--- src/rtl/serial_add_ctrl.sv ---
// serial_add_ctrl: bit-serial WIDTH-bit adder with valid/ready handshakes.
// One full-adder cell (two half adders plus an OR for the carry) is reused
// LSB first over WIDTH cycles. A carry flop links consecutive bits.
// Optional feature macro: SERIAL_SUB_EN adds the 'sub' port for a-b mode.
// With SERIAL_SUB_EN undefined, the block only adds.
module serial_add_ctrl #(
  parameter int WIDTH = 8
) (
  input  logic             clk,
  input  logic             rst_n,
  input  logic             in_valid,
  output logic             in_ready,
  input  logic [WIDTH-1:0] a,
  input  logic [WIDTH-1:0] b,
`ifdef SERIAL_SUB_EN
  input  logic             sub,
`endif
  output logic             out_valid,
  input  logic             out_ready,
  output logic [WIDTH-1:0] sum,
  output logic             cout,
  output logic             busy
);

  localparam int CW = $clog2(WIDTH);
  localparam logic [CW-1:0] LAST_BIT = CW'(WIDTH - 1);

  typedef enum logic [1:0] {IDLE, SHIFT, DONE} state_t;

  state_t           state_reg, state_next;
  logic [WIDTH-1:0] a_sr_reg, b_sr_reg, sum_reg;
  logic             carry_reg, cout_reg;
  logic [CW-1:0]    bit_cnt_reg;

  logic             accept, last_bit;
  logic             h1, c1, s_bit, c2, carry_next;
  logic [WIDTH-1:0] b_load;
  logic             carry_init;

  // Subtraction is a + ~b + 1: invert B on load and seed the carry with 1.
`ifdef SERIAL_SUB_EN
  assign b_load     = sub ? ~b : b;
  assign carry_init = sub;
`else
  assign b_load     = b;
  assign carry_init = 1'b0;
`endif

  assign accept   = in_valid && (state_reg == IDLE);
  assign last_bit = (bit_cnt_reg == LAST_BIT);

  // One-bit add cell: two half adders, carries merged with an OR.
  always_comb begin
    h1         = a_sr_reg[0] ^ b_sr_reg[0];
    c1         = a_sr_reg[0] & b_sr_reg[0];
    s_bit      = h1 ^ carry_reg;
    c2         = h1 & carry_reg;
    carry_next = c1 | c2;
  end

  // Next-state logic and state-decoded handshake/status outputs.
  always_comb begin
    state_next = state_reg;
    in_ready   = 1'b0;
    out_valid  = 1'b0;
    busy       = 1'b0;
    case (state_reg)
      IDLE: begin
        in_ready = 1'b1;
        if (in_valid) state_next = SHIFT;
      end
      SHIFT: begin
        busy = 1'b1;
        if (last_bit) state_next = DONE;
      end
      DONE: begin
        out_valid = 1'b1;
        if (out_ready) state_next = IDLE;
      end
      default: state_next = IDLE;
    endcase
  end

  // State register; reset abandons any operation in flight.
  always_ff @(posedge clk or negedge rst_n) begin
    if (!rst_n) state_reg <= IDLE;
    else        state_reg <= state_next;
  end

  // Operand shift registers, carry chain, bit counter and result capture.
  always_ff @(posedge clk or negedge rst_n) begin
    if (!rst_n) begin
      a_sr_reg    <= '0;
      b_sr_reg    <= '0;
      sum_reg     <= '0;
      carry_reg   <= 1'b0;
      cout_reg    <= 1'b0;
      bit_cnt_reg <= '0;
    end else if (accept) begin
      a_sr_reg    <= a;
      b_sr_reg    <= b_load;
      carry_reg   <= carry_init;
      bit_cnt_reg <= '0;
    end else if (state_reg == SHIFT) begin
      a_sr_reg  <= {1'b0, a_sr_reg[WIDTH-1:1]};
      b_sr_reg  <= {1'b0, b_sr_reg[WIDTH-1:1]};
      sum_reg   <= {s_bit, sum_reg[WIDTH-1:1]};
      carry_reg <= carry_next;
      // Counter parks on the last bit rather than wrapping.
      if (last_bit) cout_reg    <= carry_next;
      else          bit_cnt_reg <= bit_cnt_reg + 1'b1;
    end
  end

  assign sum  = sum_reg;
  assign cout = cout_reg;

endmodule

--- config.mk ---
export PLATFORM = sky130hd
export DESIGN_NAME = serial_add_ctrl
export DESIGN_NICKNAME = d
export VERILOG_FILES = /design/src/rtl/serial_add_ctrl.sv
export SDC_FILE = /design/constraint.sdc
export NUM_CORES = 1
export LEC_CHECK = 0
export CORE_ASPECT_RATIO = 0.75
export CORE_MARGIN = 5
export CORE_UTILIZATION = 51
export CTS_BUF_LIST = sky130_fd_sc_hd__clkbuf_4
export CTS_CLUSTER_SIZE = 28
export DETAILED_ROUTE_END_ITERATION = 12
export MAX_ROUTING_LAYER = met4
export PLACE_DENSITY_LB_ADDON = 0.08
export SYNTH_ARGS = -nofsm -noshare
export SYNTH_HDL_FRONTEND = slang
export SYNTH_SLANG_ARGS = --single-unit
export TNS_END_PERCENT = 10
--- constraint.sdc ---
create_clock -name clk -period 1.9 [get_ports clk]
set_clock_uncertainty 0.05 [all_clocks]
set_input_delay 0.57 -clock clk [delete_from_list [all_inputs] [get_ports clk]]
set_output_delay 0.57 -clock clk [all_outputs]
set_load 0.1 [all_outputs]
==> impl_metrics.yaml <==
sta:
  fin_crit_sh_pct: 97.9
  hold_violations: 0
  finalSetupViolations: 0
  fmax_mhz: 537
  tightest_slew_ns: 0.416
  fin_crit_ns: 1.86
  max_slew_margin_pct: 72.2
  maxSlewViolCount: 0
route:
  via_count: 1197
  routed_wl_mm: 3.38
  wl_per_cell_um: 16.3
  first_pass_iters: 4
  ant_nets: 0
  drc: 0
  drtIter0Drc: 105
  vias_per_cell: 5.78
yosys:
  syn-cell-area_um2: 1410
  yosysSeqAreaShare_pct: 55.0
  synthSimpleGateAreaFrac_pct: 10.9
  synth.distinct_cells: 28
  synth_xor_xnor_area_share_pct: 0
  ys_ff_latch: 31
  synthAdderAreaFrac_pct: 3.19
  synthesis.nets: 156
  synth-compound-area-share_pct: 23.0
  yosysWarnings: 0
  synth_top_family_by_area: "compound AO/OA/AOI/OAI gates"
  synthCells: 133
  synth_mux_area_share_pct: 1.06
  avgSynthCellArea_um2: 10.6
floorplanning:
  io_pins: 32
  die-area_um2: 3930
  fp-row-count: 16
  start_util_pct: 53.8
  die_height_um: 55.5
  core_um2: 2620
  die_x_um: 70.7
clocking:
  cts_root_buf: "clkbuf_4"
  worstSkewPairLatency_ns: 0.34
  cts_buffers: 5
  clkTransAtPathRegs_ns: 0.09
  tritoncts: "built"
  clk_path_buf_depth: 2
  h-tree-depth: 2
  clock-sinks: 31
setup_path:
  rrSetupSlack_ns: 0.42
  worstPathArrival_ns: 1.24
  critPathRequiredTime_ns: 1.28
  startpoint: "state_reg[1]$_DFFE_PN0P_"
  start_kind: "flip-flop"
  crit_fanout: 11
  crit_path_end_kind: "output port"
  rr_worst_depth: 4
  r2r_end: "cout$_DFFE_PN0P_"
  endpoint: "busy"
  reg2reg_from: "bit_cnt_reg[0]$_DFFE_PN0P_"
  crit_type: "reg -> out"
power_and_ir_drop:
  power.density_nw_per_um2: 2050
  ir_drop_mv: 1.42
  leakagePower_uw: 0.000869
grt:
  grt_pass1_wl_mm: 5.67
  antenna_found_initial: 0
  grt_overflow: 0
  grt_pass1_vias: 1150
  track_usage_pct: 19.1
  grt_max_degree: 32
finish:
  final_util_pct: 74.3
  num-fill-cells: 174
  syn2layout_area_growth_pct: 38.2
  antenna_cells: 0
  drive_gt1_share_pct: 20.5
  regArea_um2: 777
  fin_nets: 193
  fin_area_um2: 1950
  multi_input_area_um2: 548
min_path:
  hp-class: "reg -> reg"
  min_from: "a_sr_reg[7]$_DFFE_PN0P_"
  hold_depth: 2
run:
  drv_cap: 0
placement:
  portBuffers: 31
  hpwl_mm: 2.35
  place_congestion: 0.851
  dpl-instance-area_um2: 1860
run_status:
  status: "completed"
-- synthesized netlist by cell type (all sizes together) --
master	instances	area share, %
o31ai	2	1.1
o21ai	2	0.71
o2bb2ai	3	1.9
clkinv	1	0.27
nor3	1	0.35
a22oi	2	1.1
buf	9	4.9
ha	2	1.8
a2bb2oi	6	3.7
a22o	1	0.62
nand2	25	7.2
inv	5	1.7
fa	1	1.4
nor2	5	1.5
o22ai	22	9.8
a21oi	10	3.5
nand2b	3	1.9
mux2	1	1.1
o32ai	1	0.62
dfrtp	31	55
-- report_power, final --
part           total (uW)  leakage (uW)  internal (uW)  switching, uW
Sequential           1260      0.000374            970            289
Clock                 374     0.0000307            151            223
Combinational        2350      0.000464            922           1430
-- worst min-delay path by stage --
stage	end	slack, ns
4_1_cts	a_sr_reg[7]$_DFFE_PN0P_	0.48
5_1_grt	bit_cnt_reg[2]$_DFFE_PN0P_	0.49
2_1_floorplan	a_sr_reg[0]$_DFFE_PN0P_	0.22
3_3_place_gp	bit_cnt_reg[1]$_DFFE_PN0P_	0.45
6_report	a_sr_reg[7]$_DFFE_PN0P_	0.48
3_5_place_dp	a_sr_reg[7]$_DFFE_PN0P_	0.46
-- cell type report --
class / instances / area share [%]
clock inverter: 2 / 0.385
timing repair buffer: 39 / 25.2
clock buffer: 6 / 2.31
inverter: 6 / 1.80
multi-input combinational: 87 / 28.1
tap: 36 / 2.31
sequential: 31 / 39.9
-- per-stage QoR --
stage	hold slack (ns)	TNS (ns)	cells	setup slack (ns)	power, uW
finish	0.484	0	207	0.0392	3990
global route	0.495	-0.0109	207	-0.0109	4210
CTS	0.483	-0.0334	204	-0.0334	3980
detailed placement	0.461	0	196	0.0247	3590
global placement	0.452	0	196	0.122	3510
floorplan	0.224	-0.0943	133	-0.0943	2830
-- placed cells by master, fill, tap and decap left out, drive strengths merged --
cell type	Yosys	layout
inv	5	4
nand2	25	25
o21ai	2	2
o2bb2ai	3	3
o32ai	1	1
nor3	1	1
clkdlybuf4s50	0	19
nor2	5	5
dfrtp	31	31
a2bb2oi	6	6
clkinv	1	4
o22ai	22	22
fa	1	1
nand2b	3	3
buf	9	20
ha	2	2
o31ai	2	2
a21oi	10	10
mux2	1	1
a22oi	2	2
a22o	1	1
clkbuf	0	6
-- worst max-delay path, stage by stage, from the launching register on --
cell and delay (ns):
dfrtp_2 0.45, nand2b_4 0.18, clkinv_8 0.09, buf_12 0.17
-- kinds of logic after synthesis --
logic type | Yosys count
AOI/OAI and AO/OA | 49
adders and majority gates | 3
buffers and inverters | 15
DFF | 31
muxes | 1
and+or+nand+nor | 34
-- repair_timing --
action / 4_1_cts / 5_1_grt
buffers inserted: 0 / 3
pin swaps: 0 / 0
hold buffers: 0 / 0
endpoints found under the setup margin: 2 / 2
resized for setup: 2 / 1
-- routing by layer --
layer	GRT usage (%)	vias to the layer above	part of all wire (%)
met2	27.2	37	47
met1	25.3	587	45
met5	-	-	0
li1	-	562	-
met4	8.31	0	2.1
met3	5.43	11	5.7
No activity file was read; power rests on OpenSTA's default activity.
